--- src/rtl/freq_scan_controller.sv ---
// rtl/freq_scan_controller.sv - scan sequencer time-sharing one frequency module across pixels
//
// Latches each enabled pixel level in turn onto FREQ_INPUT for DWELL_CYCLES,
// tagging it with PIXEL_IDX and framing the scan with FRAME_START/FRAME_DONE.
//
// Optional feature macro: FREQ_SCAN_BLANK_EN
//   defined   - a BLANK state of BLANK_CYCLES zero-level cycles sits between pixels
//   undefined - pixels are dwelt back to back
//
// Ports:
//   CLK, RST_N   - clock (rising edge), asynchronous active-low reset
//   START        - begin a frame when sampled high in IDLE
//   STOP         - abort any scan, return to IDLE
//   CONTINUOUS   - sampled at frame end: wrap and rescan
//   PIXEL_MASK   - per-pixel enable, latched at frame start / wrap
//   PIXELS       - packed pixel levels, pixel i at [i*INPUT_BITS +: INPUT_BITS]
//   FREQ_INPUT   - level driven to the frequency module
//   PIXEL_IDX    - index of the pixel currently selected
//   PIXEL_VALID  - high while dwelling on a pixel
//   FRAME_START  - 1-cycle pulse when the first pixel of a frame enters DWELL
//   FRAME_DONE   - 1-cycle pulse at normal frame completion
//   BUSY         - high whenever not IDLE
module freq_scan_controller #(
  parameter int NUM_PIXELS   = 4,
  parameter int INPUT_BITS   = 8,
  parameter int DWELL_CYCLES = 50,
  parameter int BLANK_CYCLES = 4
) (
  input  logic                                 CLK,
  input  logic                                 RST_N,
  input  logic                                 START,
  input  logic                                 STOP,
  input  logic                                 CONTINUOUS,
  input  logic [NUM_PIXELS-1:0]                PIXEL_MASK,
  input  logic [NUM_PIXELS*INPUT_BITS-1:0]     PIXELS,
  output logic [INPUT_BITS-1:0]                FREQ_INPUT,
  output logic [(NUM_PIXELS > 1 ? $clog2(NUM_PIXELS) : 1)-1:0] PIXEL_IDX,
  output logic                                 PIXEL_VALID,
  output logic                                 FRAME_START,
  output logic                                 FRAME_DONE,
  output logic                                 BUSY
);

  localparam int IW      = (NUM_PIXELS > 1) ? $clog2(NUM_PIXELS) : 1;
  // One counter serves both the dwell and the blank phase.
  localparam int CNT_MAX = (DWELL_CYCLES > BLANK_CYCLES) ? DWELL_CYCLES : BLANK_CYCLES;
  localparam int CW      = $clog2(CNT_MAX + 1);
  localparam logic [CW-1:0] DWELL_LAST = CW'(DWELL_CYCLES - 1);
`ifdef FREQ_SCAN_BLANK_EN
  localparam logic [CW-1:0] BLANK_LAST = CW'(BLANK_CYCLES - 1);
`endif

`ifdef FREQ_SCAN_BLANK_EN
  typedef enum logic [1:0] {S_IDLE, S_DWELL, S_BLANK} state_t;
`else
  typedef enum logic [1:0] {S_IDLE, S_DWELL} state_t;
`endif

  state_t                  state_q, state_d;
  logic [CW-1:0]           cnt_q, cnt_d;
  logic [NUM_PIXELS-1:0]   mask_q, mask_d;
  logic [INPUT_BITS-1:0]   freq_q, freq_d;
  logic [IW-1:0]           idx_q, idx_d;
  logic                    valid_q, valid_d;
  logic                    fs_q, fs_d;
  logic                    fd_q, fd_d;
  logic                    busy_q, busy_d;
`ifdef FREQ_SCAN_BLANK_EN
  // Remembers that the pixel waiting behind the blank starts a new frame.
  logic                    wrap_q, wrap_d;
`endif

  logic [IW:0]             step;      // {found, index} of next enabled pixel above idx_q
  logic [IW-1:0]           wrap_idx;  // lowest enabled pixel of the live mask
  logic                    advance;
  logic [IW-1:0]           adv_idx;
  logic                    adv_first;

  function automatic logic [IW-1:0] lowest_idx(input logic [NUM_PIXELS-1:0] m);
    lowest_idx = '0;
    for (int i = NUM_PIXELS - 1; i >= 0; i--)
      if (m[i]) lowest_idx = IW'(i);
  endfunction

  function automatic logic [IW:0] next_above(input logic [NUM_PIXELS-1:0] m,
                                             input logic [IW-1:0] cur);
    next_above = '0;
    for (int i = NUM_PIXELS - 1; i >= 0; i--)
      if (m[i] && (i > int'(cur))) next_above = {1'b1, IW'(i)};
  endfunction

  function automatic logic [INPUT_BITS-1:0] pixel_at(input logic [IW-1:0] i);
    pixel_at = PIXELS[int'(i)*INPUT_BITS +: INPUT_BITS];
  endfunction

  always_ff @(posedge CLK or negedge RST_N) begin
    if (!RST_N) begin
      state_q <= S_IDLE;
      cnt_q   <= '0;
      mask_q  <= '0;
      freq_q  <= '0;
      idx_q   <= '0;
      valid_q <= 1'b0;
      fs_q    <= 1'b0;
      fd_q    <= 1'b0;
      busy_q  <= 1'b0;
`ifdef FREQ_SCAN_BLANK_EN
      wrap_q  <= 1'b0;
`endif
    end else begin
      state_q <= state_d;
      cnt_q   <= cnt_d;
      mask_q  <= mask_d;
      freq_q  <= freq_d;
      idx_q   <= idx_d;
      valid_q <= valid_d;
      fs_q    <= fs_d;
      fd_q    <= fd_d;
      busy_q  <= busy_d;
`ifdef FREQ_SCAN_BLANK_EN
      wrap_q  <= wrap_d;
`endif
    end
  end

  always_comb begin
    state_d   = state_q;
    cnt_d     = cnt_q;
    mask_d    = mask_q;
    freq_d    = freq_q;
    idx_d     = idx_q;
    valid_d   = valid_q;
    fs_d      = 1'b0;
    fd_d      = 1'b0;
    advance   = 1'b0;
    adv_idx   = '0;
    adv_first = 1'b0;
`ifdef FREQ_SCAN_BLANK_EN
    wrap_d    = wrap_q;
`endif
    step      = next_above(mask_q, idx_q);
    wrap_idx  = lowest_idx(PIXEL_MASK);

    if (STOP) begin
      // Abort overrides start and end-of-frame; no FRAME_DONE on abort.
      state_d = S_IDLE;
      cnt_d   = '0;
      freq_d  = '0;
      valid_d = 1'b0;
      idx_d   = '0;
`ifdef FREQ_SCAN_BLANK_EN
      wrap_d  = 1'b0;
`endif
    end else begin
      case (state_q)
        S_IDLE: begin
          if (START) begin
            if (|PIXEL_MASK) begin
              // First pixel goes straight to DWELL, never through BLANK.
              mask_d  = PIXEL_MASK;
              idx_d   = wrap_idx;
              freq_d  = pixel_at(wrap_idx);
              valid_d = 1'b1;
              fs_d    = 1'b1;
              cnt_d   = '0;
              state_d = S_DWELL;
            end else begin
              fd_d = 1'b1;
            end
          end
        end
        S_DWELL: begin
          if (cnt_q == DWELL_LAST) begin
            cnt_d = '0;
            if (step[IW]) begin
              advance = 1'b1;
              adv_idx = step[IW-1:0];
            end else begin
              fd_d = 1'b1;
              if (CONTINUOUS && (|PIXEL_MASK)) begin
                mask_d    = PIXEL_MASK;
                advance   = 1'b1;
                adv_idx   = wrap_idx;
                adv_first = 1'b1;
              end else begin
                state_d = S_IDLE;
                freq_d  = '0;
                valid_d = 1'b0;
                idx_d   = '0;
              end
            end
          end else begin
            cnt_d = cnt_q + 1'b1;
          end
        end
`ifdef FREQ_SCAN_BLANK_EN
        S_BLANK: begin
          if (cnt_q == BLANK_LAST) begin
            cnt_d   = '0;
            state_d = S_DWELL;
            freq_d  = pixel_at(idx_q);
            valid_d = 1'b1;
            fs_d    = wrap_q;
            wrap_d  = 1'b0;
          end else begin
            cnt_d = cnt_q + 1'b1;
          end
        end
`endif
        default: state_d = S_IDLE;
      endcase
    end

    if (advance) begin
      idx_d = adv_idx;
`ifdef FREQ_SCAN_BLANK_EN
      // Blank shows the upcoming index but a zero level.
      state_d = S_BLANK;
      freq_d  = '0;
      valid_d = 1'b0;
      wrap_d  = adv_first;
`else
      state_d = S_DWELL;
      freq_d  = pixel_at(adv_idx);
      valid_d = 1'b1;
      fs_d    = adv_first;
`endif
    end

    busy_d = (state_d != S_IDLE);
  end

  assign FREQ_INPUT  = freq_q;
  assign PIXEL_IDX   = idx_q;
  assign PIXEL_VALID = valid_q;
  assign FRAME_START = fs_q;
  assign FRAME_DONE  = fd_q;
  assign BUSY        = busy_q;

endmodule
--- config.mk ---
export PLATFORM = sky130hd
export DESIGN_NAME = freq_scan_controller
export DESIGN_NICKNAME = d
export VERILOG_FILES = /design/src/rtl/freq_scan_controller.sv
export SDC_FILE = /design/constraint.sdc
export NUM_CORES = 1
export LEC_CHECK = 0
export CAP_MARGIN = 20
export CELL_PAD_IN_SITES_DETAIL_PLACEMENT = 2
export CELL_PAD_IN_SITES_GLOBAL_PLACEMENT = 2
export CORE_MARGIN = 3
export CORE_UTILIZATION = 26
export DETAILED_ROUTE_END_ITERATION = 8
export GPL_ROUTABILITY_DRIVEN = 0
export PLACE_DENSITY = 0.84
export SYNTH_ARGS = -nofsm -noshare
export SYNTH_HDL_FRONTEND = slang
export SYNTH_SLANG_ARGS = --single-unit
--- constraint.sdc ---
create_clock -name CLK -period 2 [get_ports CLK]
set_input_delay 0.4 -clock CLK [delete_from_list [all_inputs] [get_ports CLK]]
set_output_delay 0.4 -clock CLK [all_outputs]
set_load 0.005 [all_outputs]
Word-level counts from Yosys, hierarchy flattened
Index checks and enable logic that the tools add are counted.
W data, S select, Z words.
{"block": "classes", "addsub": 1, "n_lt_le_gt_ge": 3, "eq_ne": 14, "n_shift": 2, "muxes": 75, "bitwise": 1, "reduce_logical": 13}
{"op": "$shiftx A32 B6 Y8", "n": 2}
{"op": "$mux W8", "n": 7}
{"op": "$mux W2", "n": 23}
{"op": "$mux W1", "n": 26}
{"op": "$mux W6", "n": 4}
{"op": "$mux W4", "n": 5}
{"op": "$ne A4 B4 Y1 const B", "n": 5}
{"op": "$pmux W8 S2", "n": 1}
{"op": "$pmux W6 S2", "n": 1}
{"op": "$ne A2 B2 Y1 const B", "n": 5}
{"op": "$mux W3", "n": 3}
{"op": "$pmux W2 S2", "n": 2}
{"op": "$pmux W4 S2", "n": 1}
{"op": "$reduce_and A7 Y1", "n": 1}
{"op": "$add A6 B1 Y6 const B", "n": 1}
{"op": "$eq A6 B6 Y1 const B", "n": 1}
{"op": "$ne A3 B3 Y1 const B", "n": 2}
{"op": "$reduce_and A6 Y1", "n": 1}
{"op": "$gt A2 B2 Y1 const A", "n": 2}
{"op": "$logic_and A1 B1 Y1", "n": 4}
{"op": "$pmux W1 S2", "n": 2}
{"op": "$reduce_bool A2 Y1", "n": 2}
{"op": "$reduce_bool A4 Y1", "n": 1}
{"op": "$reduce_or A4 Y1", "n": 1}
{"op": "6 further kinds", "n": 6}
{"block": "word_totals", "register_bits": 26, "in_bits": 41, "output_inout_bits": 14, "wordCells": 118}

Longest topological paths before layout
Gate-level depths: netlist (run 1).
{"block": "depth", "ltp_word": 11, "ltp_mapped": 9, "mapped_depth_nobuf": 7}

Worst setup path before layout (run 1)
OpenSTA, ideal clock, no wires.
{"block": "synth_timing", "kind": "reg2reg", "start": "register cnt_q[1]", "end": "register freq_q[0], in the netlist FREQ_INPUT[0]", "setup_ns": 0.133, "arrival_time_ns": 1.815, "t_required_ns": 1.867, "path_slack_ns": 0.052, "path_stages_with_launch": 10, "path_buffers": 2, "period_less_slack_ns": 1.948, "path_cell_list": "dfrtp_1 -> inv_1 -> ha_1 -> nand4b_4 -> nand3b_1 -> a311oi_2 -> buf_6 -> buf_12 -> mux2i_1 -> o221ai_2"}
{"block": "synth_between", "elab_chain_len": 6}
{"item": "from (decl)", "line": "60", "text": "logic [CW-1:0] cnt_q, cnt_d;"}
{"item": "from (signal assigned)", "line": "112", "text": "cnt_q <= cnt_d;"}
{"item": "$eq A6 B6 Y1 *", "line": "173", "text": "if (cnt_q == DWELL_LAST) begin"}
{"item": "$mux W2 / $mux W1 (equally long branches)", "line": "173"}
{"item": "$mux W2 / $mux W1 (equally long branches)", "line": "155", "text": "case (state_q)"}
{"item": "$mux W2 / $mux W1 (equally long branches)", "line": "144", "text": "if (STOP) begin"}
{"item": "$shiftx A32 B6 Y8 (tied with other cells)", "line": "93", "text": "pixel_at = PIXELS[int'(i)*INPUT_BITS +: INPUT_BITS];"}
{"item": "$mux W8 / $reduce_and A6 Y1 (equally long branches)"}
{"item": "to (signal assigned)", "line": "114", "text": "freq_q <= freq_d;"}
{"item": "to (decl)", "line": "62", "text": "logic [INPUT_BITS-1:0] freq_q, freq_d;"}
Every way passes the cells marked *; elsewhere a longest branch is shown, timed or not.
A chain may end at the register's enable or synchronous reset.

Worst setup path in the final report (run 1)
{"block": "layout_timing", "start": "register cnt_q[1]", "end": "register freq_q[5], in the netlist FREQ_INPUT[5]"}
The elaborated chain is that of the path after synthesis.

==> results.txt, run 1 <==
- The initial antenna violation count was 0.
- Hold Fails Final Rpt: 0
* DRC violation count after routing: 0
- Sequential share of the synthesized area: between 30 and 40%
- The via count of the first global-routing pass is 2,517.
- Once placement finished, the instance area stood at 2910 µm².
* Top cell type's share of synthesized area: 31.0%
- Subtracting the final worst setup slack from the clock period gives 2.17 ns.
- Cells fill 44.0% of the core in the end.
- Cell types occupying the most area after synthesis: sky130_fd_sc_hd__dfrtp_1, sky130_fd_sc_hd__mux2i_1, sky130_fd_sc_hd__o211ai_1
- At the worst endpoint, the required time is 2.17 ns.
- In the final layout, the share of cells above drive strength 1 is 32.2%.
* First-pass detailed-route iteration total: 4
* Share of synthesized cell area in full adder, half adder and majority cells: 1.24%
- Total of max-cap violations: 0
* Switching power summed over all nets: 509 µW
- Clock buffer depth: 2
- The critical path in this run is classified as reg -> reg.
* Share of the synthesized area in compound gates (AO/OA/AOI/OAI): 31.5%
* Total nets after synthesis: roughly 260
- Starting utilization of the core area: approximately 27%
- Clock tree synthesis found a total of 25 sinks.
- On the final layout, the worst hold slack is 0.496 ns.
- In this run, the clock network consumes around 23% of the power.
- Sw frac: 34.4%
* Yosys reg bits: 25
- After legalization and detailed placement, the total HPWL measured between 6000 and 7000 µm.
- The worst setup path is captured at a register.
- Entering global routing, the biggest net connects 26 pins.
* Minimum setup slack after placement: -0.530 ns
- The count of buffers added on input and output ports is 54.
- The area growth from synthesis to layout is 61.4%.
- Antenna cell count: 0
* Die boundary height: 94.1 µm
- STA classifies the critical path startpoint as a register.
* Clock skew after layout: 0.00492 ns
* Drt first-iter violations: 99
- Lkg Pwr: 0.00131 µW
* Global routing usage summed across all routing layers: between 20% and 30%
- Headroom to the max-slew limit came out at 59.2%.
* Unique masters post-synth: 48
- Fraction of synthesis flops using an asynchronous set or reset pin: 100%
- The number of clock buffers added by TritonCTS is 3.
- Fill cells in the final layout number 794.
* Number of warnings printed during yosys synthesis: 0
- Fraction of synthesized area in multiplexers: 10.1%
- After layout, the worst path uses 108% of the clock period.
- Maximum operating frequency: 461 MHz
- In this run, post-CTS hold repair placed 0 buffers.
- Residual antenna-violating net count after detailed routing: 0
- The cell area that synthesis handed to floorplanning was 2020 µm².
* Routed wire per std cell: 22.9 µm
- Final Cell Area: 3260 µm²
* TritonCTS clock tree: built
- The floorplan has 31 rows.
- The tree is rooted in a sky130_fd_sc_hd__clkbuf_8.
- The total overflow left after global routing is 0.
- Proportion of power drawn by combinational gates: 38.0%
- The number of max-slew violations in the final report came to 0.
* Clock-pin slew on the worst setup and hold paths: 0.10 ns
- The path class of the tightest hold or removal check is in -> async.
- The synthesized design spends more area on one cell type than any other, namely sky130_fd_sc_hd__dfrtp_1.
- For the pin with the worst max-slew slack, the measured transition is 0.608 ns.
* Crit path arrival time: roughly 2.3 ns
* RSZ-0062 raised after global routing: true
- Measured along the x axis, the die boundary spans 94.1 µm.
- The core region is 7410 µm².
* Wire length of the first global-routing pass: 14,100 µm
- Maximum fanout encountered on the critical timing path: 5
- Dividing the detail-routed via count by the number of cells gives around 5.4.
- Internal power comes to 970 µW.
* Violated checks: setup timing
- The final route contains 2,250 vias.
- CTS built an H-tree with a depth of 1.
* Mean instance size in the synthesized netlist: approximately 9.4 µm²
- Pin placement for this block handled 55 I/O pins.
- After layout, the worst setup slack is -0.168 ns.
* Post-synthesis xor/xnor area fraction: 1.74%
- Number of flops mapped to enable cells by yosys: 0
- Commonest register cell after synthesis: sky130_fd_sc_hd__dfrtp_1
- Result of the run: complete, but fails checks
* Die footprint: 8860 µm²
- Sequential group share of total power: 39.4%
- Clock network latency to the later pin of the worst-skew pair: ~0.28 ns
- By area, the combinational part of the netlist is dominated by compound AO/OA/AOI/OAI gates.
- Number of instances in the synthesized netlist: 214
* Fin nets: 358
- Power per unit of standard cell area: 454 nW/µm²
* Total wire length after detailed routing: roughly 9500 µm
- Setup violation total in the final timing report: 11
* Worst-case vdd ir drop: approximately 0.19 mV
- Fraction of the mapped netlist area in simple logic gates: 13.5%
## cells in the final DEF (no fill, tap or decap), types with 4 or more instances in the layout
cell,netlist,layout
sky130_fd_sc_hd__a31oi_1,11,11
sky130_fd_sc_hd__clkdlybuf4s50_1,0,50
sky130_fd_sc_hd__o221ai_2,8,8
sky130_fd_sc_hd__inv_1,23,22
sky130_fd_sc_hd__nand2_1,7,7
sky130_fd_sc_hd__buf_4,3,44
sky130_fd_sc_hd__buf_6,6,9
sky130_fd_sc_hd__mux2i_4,0,6
sky130_fd_sc_hd__dfrtp_1,25,25
sky130_fd_sc_hd__dlygate4sd2_1,0,4
sky130_fd_sc_hd__a21oi_1,8,8
sky130_fd_sc_hd__a211oi_1,8,8
sky130_fd_sc_hd__o211ai_1,18,18
sky130_fd_sc_hd__mux2i_2,0,8
sky130_fd_sc_hd__nor2_1,12,11
sky130_fd_sc_hd__nand2b_1,5,5
sky130_fd_sc_hd__o21ai_1,4,4
sky130_fd_sc_hd__o22ai_1,10,10
## sequential cells by signal (all words and copies together), names as in the netlist
name	cells
BUSY	1
FRAME_DONE	1
FRAME_START	1
FREQ_INPUT	8
PIXEL_IDX	2
PIXEL_VALID	1
cnt_q	6
mask_q	3
state_q	2
## power by group through the flow
stage               sequential, µW  clock [µW]  combinational, µW
detailed placement             590           0                503
floorplan                      581           0                219
global route                   589         364                602
CTS                            581         334                521
global placement               587           0                476
finish                         583         334                562
## layout make-up
cell class | count | area (µm²) | area share, %
multi-input combinational | 151 | 1340 | 41.0
timing repair buffer | 110 | 1030 | 31.8
sequential | 25 | 626 | 19.2
tap | 99 | 124 | 3.80
inverter | 24 | 90.1 | 2.77
clock buffer | 3 | 41.3 | 1.27
clock inverter | 1 | 5.00 | 0.154
## metal layers
metal / share of wire, % / up-vias / GRT usage (%)
li1: - / 1005 / -
met1: 42 / 1153 / 25.6
met5: 0 / - / 0
met2: 53 / 70 / 38.6
met3: 2.8 / 22 / 1.68
met4: 2.2 / 0 / 5.78
## worst max-delay path, cell delays in order (launching register included)
cell and delay (ns):
sky130_fd_sc_hd__dfrtp_1 0.41, sky130_fd_sc_hd__inv_2 0.08, sky130_fd_sc_hd__ha_4 0.15, sky130_fd_sc_hd__nand4b_4 0.13, sky130_fd_sc_hd__nand3b_1 0.27, sky130_fd_sc_hd__a311oi_4 0.31, sky130_fd_sc_hd__buf_6 0.18, sky130_fd_sc_hd__buf_12 0.15
sky130_fd_sc_hd__mux2i_2 0.25, sky130_fd_sc_hd__o221ai_2 0.12
## timing repair
item	CTS	global route
pin swaps	10	7
resized for setup	30	16
cloned	2	0
endpoints found under the setup margin	23	19
setup buffers	6	7
## worst paths after layout
path | from | endpoint | slack, ns | depth (start not counted)
max in group asynchronous | RST_N | FREQ_INPUT[7] | 1.22 | 2
hold reg to reg | mask_q[1] | mask_q[1] | 0.53 | 1
setup reg to reg | cnt_q[1] | FREQ_INPUT[5] | -0.17 | 9
min in group CLK | mask_q[1] | mask_q[1] | 0.53 | 1
hold / removal | RST_N | cnt_q[0] | 0.50 | 2
setup / recovery | cnt_q[1] | FREQ_INPUT[5] | -0.17 | 9
## through the flow
step / power, µW / cells / TNS, ns
CTS: 1440 / 407 / -0.852
global route: 1550 / 413 / -2.54
floorplan: 800 / 214 / 0
detailed placement: 1090 / 396 / -9.73
global placement: 1060 / 396 / -6.72
finish: 1480 / 413 / -1.15
## cells in the mapped netlist, drive strengths merged, types with 2 or more instances
cell	number
dfrtp	25
a31oi	12
mux2i	17
nand2	7
clkbuf	2
o211ai	18
a211oi	8
nor3	4
xor2	3
nor2	13
ha	2
nand4	2
mux2	3
a21oi	8
o21ai	6
inv	23
buf	12
nand3	3
o22ai	10
nand2b	5
and3	2
nor2b	2
a311oi	2
o221ai	8
## logic make-up (layout without fill, tap and decap cells)
logic type	after synthesis	in the layout
flip-flops	25	25
other	1	1
multiplexers	20	20
buffers and inverters	38	138
XOR/XNOR	4	4
AO/OA/AOI/OAI	79	79
AND/OR/NAND/NOR	45	45
adder cells (fa/ha/maj)	2	2
(Power assumes the default switching activity.)
==> run 2, diff against run 1 <==
--- a/config.mk
+++ b/config.mk
@@ -8,6 +8,7 @@
 export CAP_MARGIN = 20
 export CELL_PAD_IN_SITES_DETAIL_PLACEMENT = 2
 export CELL_PAD_IN_SITES_GLOBAL_PLACEMENT = 2
+export CORE_ASPECT_RATIO = 0.6
 export CORE_MARGIN = 3
 export CORE_UTILIZATION = 26
 export DETAILED_ROUTE_END_ITERATION = 8
==> results.txt, run 2 (synthesized netlist as in run 1, its figures left out) <==
- Hold Fails Final Rpt: 0 (unchanged)
- Maximum fanout encountered on the critical timing path: 5 (unchanged)
- Dpl hpwl: 6860 µm (was 6420 µm)
* Worst reg2reg path startpoint: cnt_q[1] (unchanged)
- Maximum operating frequency: 459 MHz (was 461 MHz)
- The number of remaining DRC errors is 0 (unchanged).
- Worst-case vdd ir drop: 0.231 mV (was 0.193 mV)
* Setup violation total in the final timing report: 12 (was 11)
- The H-tree level count was 1 (unchanged).
- The total global-route track usage was 21.7% (was 20.8%).
- The area of the placeable core was 7390 µm² (was 7410 µm²).
* Sw frac: 33.0% (was 34.4%)
- Wire length of the first global-routing pass: 14,700 µm (was 14,100 µm)
* Clock Sinks: 25 (unchanged)
- The total of hold buffers inserted after clock tree synthesis was 0 (unchanged).
- The register-to-register setup slack is -0.18 ns (was -0.17 ns).
- The combinational share of power is 34.8% (was 38.0%).
- The average wire length per cell after detail routing is 23.5 µm (was 22.9 µm).
- Worst-case setup margin in the final layout: -0.179 ns (was -0.168 ns)
- Global-route congestion overflow total: 0 (unchanged)
- Clock-pin slew on the worst setup and hold paths: 0.08 ns (was 0.10 ns)
* Critical path class: reg -> reg (unchanged)
- Antenna violations before repair: 0 (unchanged)
* Root cell of the clock tree: sky130_fd_sc_hd__clkbuf_16 (was sky130_fd_sc_hd__clkbuf_8)
- The number of diodes added for antenna fixing is 0 (unchanged).
* Clock skew after layout: 0.00628 ns (was 0.00492 ns)
- The largest net degree at the start of global routing was 26 (unchanged).
* Die boundary height: 74.2 µm (was 94.1 µm)
- The detail-routed via count per cell was 5.46 (was 5.45).
* I/O pin count: 55 (unchanged)
* Drt first-iter violations: 121 (was 99)
- Die X-Extent: 120 µm (was 94.1 µm)
- The max-cap check violation count came to 0 (unchanged).
* Internal power: 1110 µW (was 970 µW)
- Aggregate negative setup slack: -1.44 ns (was -1.15 ns)
* Pin slew with the least headroom to its limit: 0.599 ns (was 0.608 ns)
- The post-synthesis to final-layout area growth is 64.5% (was 61.4%).
* Kind of path behind the tightest hold check: in -> async (unchanged)
- Depth of the worst register-to-register path: 9 (unchanged)
* Port bufs: 54 (unchanged)
- Lkg Pwr: 0.00132 µW (was 0.00131 µW)
* Data required, critical path: 2.14 ns (was 2.17 ns)
- Share of total power in the clock network: 30.0% (was 22.6%)
* Capturing point of the worst reg2reg path: FREQ_INPUT[7] (was FREQ_INPUT[5])
- RSZ-0062 raised after global routing: true (unchanged).
- The areal power density over the cells is 498 nW/µm² (was 454 nW/µm²).
* Number of buffers inserted during clock tree synthesis: 3 (unchanged)
- The via count of the first global-routing pass was 2,544 (was 2,517).
* Clock buffer depth: 2 (unchanged)
- The flip-flop count of the largest register, all copies and words added came to 8 (unchanged).
- Top library cells by usage in the layout, fill and taps aside: sky130_fd_sc_hd__clkdlybuf4s50_1, sky130_fd_sc_hd__buf_4, sky130_fd_sc_hd__dfrtp_1 (unchanged)
* TritonCTS clock tree: built (unchanged)
- Relative slew slack: 59.9% (was 59.2%)
- The via count of the routed design is 2,282 (was 2,250).
* Element type at the critical path start: register (unchanged)
* Residual antenna-violating net count after detailed routing: 0 (unchanged)
- The number of max-slew violations in the final report was 0 (unchanged).
- Minimum period implied by the final worst setup slack: 2.18 ns (was 2.17 ns)
* Crit path arrival time: 2.32 ns (was 2.34 ns)
- Minimum setup slack after placement: -0.521 ns (was -0.530 ns)
- The power dissipated by switching net loads came to 547 µW (was 509 µW).
- Clock network latency to the later pin of the worst-skew pair: 0.27 ns (was 0.28 ns)
- First-pass detailed-route iteration total: 4 (unchanged)
* Standard-cell row count: 24 (was 31)
- Sequential group share of total power: 35.2% (was 39.4%)
- Total wire length after detailed routing: 9840 µm (was 9460 µm)
- The share of the clock period used by the worst path after layout is 109% (was 108%).
- The initial core utilization came to 27.3% (was 27.2%).
* Kind of end point of the critical path: register (unchanged)
- Violated checks: setup timing (unchanged)
- Result of the run: complete, but fails checks (unchanged)
* Fin nets: 358 (unchanged)
- Die footprint: 8890 µm² (was 8860 µm²)
* Proportion of layout cells with a drive suffix above 1: 30.9% (was 32.2%)
-- run 2: final cells by class --
cell class | instances | area (µm²)
Clock buffer | 3 | 75.1
Fill cell | 801 | 4070
Sequential cell | 25 | 626
Tap cell | 104 | 130
Multi-Input combinational cell | 151 | 1360
Clock inverter | 1 | 7.51
Timing Repair Buffer | 110 | 1030
Inverter | 24 | 90.1
-- run 2: power groups by stage --
| stage | Clock [µW] | Sequential (µW) | Combinational, µW |
|---|---|---|---|
| finish | 497 | 582 | 576 |
| global route | 521 | 587 | 612 |
| CTS | 497 | 580 | 533 |
| detailed placement | 0 | 590 | 508 |
| global placement | 0 | 585 | 478 |
| floorplan | 0 | 581 | 219 |
-- run 2: routing by layer --
layer | part of all wire [%] | global-route usage [%]
met2 | 49 | 38.3
met4 | 2.1 | 5.08
met3 | 4.6 | 4.41
met1 | 44 | 27.9
met5 | 0 | 0
-- run 2: repair_timing --
action / 4_1_cts / 5_1_grt
buffers inserted: 6 / 4
cloned: 2 / 0
pin swaps: 3 / 2
resized for setup: 28 / 10
setup endpoints to repair: 23 / 20
-- run 2: critical path, cell delays in order, from the launching register on --
cell and delay, ns:
sky130_fd_sc_hd__dfrtp_1 0.39, sky130_fd_sc_hd__inv_2 0.08, sky130_fd_sc_hd__ha_4 0.14, sky130_fd_sc_hd__nand4b_4 0.12, sky130_fd_sc_hd__nand3b_1 0.32, sky130_fd_sc_hd__a311oi_4 0.32, sky130_fd_sc_hd__buf_6 0.18, sky130_fd_sc_hd__buf_12 0.14
sky130_fd_sc_hd__mux2i_4 0.24, sky130_fd_sc_hd__o221ai_2 0.11
-- run 2: stage by stage --
stage / instance area (µm²) / hold slack (ns) / util (%) / std cells / power, µW
finish: 3320 / 0.505 / 45.0 / 418 / 1660
global route: 3320 / 0.538 / 45.0 / 418 / 1720
global placement: 2940 / 0.492 / 39.7 / 403 / 1060
detailed placement: 2940 / 0.514 / 39.7 / 403 / 1100
floorplan: 2020 / 0.104 / - / 214 / 800
CTS: 3230 / 0.524 / 43.8 / 415 / 1610
-- run 2: how the worst max path moves through the flow --
stage                             start             to
after global placement    PIXEL_MASK[3]      mask_q[1]
final                          cnt_q[1]  FREQ_INPUT[7]
after global routing           cnt_q[1]  FREQ_INPUT[5]
after floorplan                cnt_q[1]  FREQ_INPUT[0]
after detailed placement  PIXEL_MASK[3]      mask_q[1]
after CTS                      cnt_q[1]  FREQ_INPUT[6]
==> run 3, diff against run 2 <==
--- a/config.mk
+++ b/config.mk
@@ -5,6 +5,7 @@
 export SDC_FILE = /design/constraint.sdc
 export NUM_CORES = 1
 export LEC_CHECK = 0
+export ABC_CLOCK_PERIOD_IN_PS = 2000
 export CAP_MARGIN = 20
 export CELL_PAD_IN_SITES_DETAIL_PLACEMENT = 2
 export CELL_PAD_IN_SITES_GLOBAL_PLACEMENT = 2
==> results of run 3 <==
The final DEF is identical to that of run 2; final timing and power are the same.
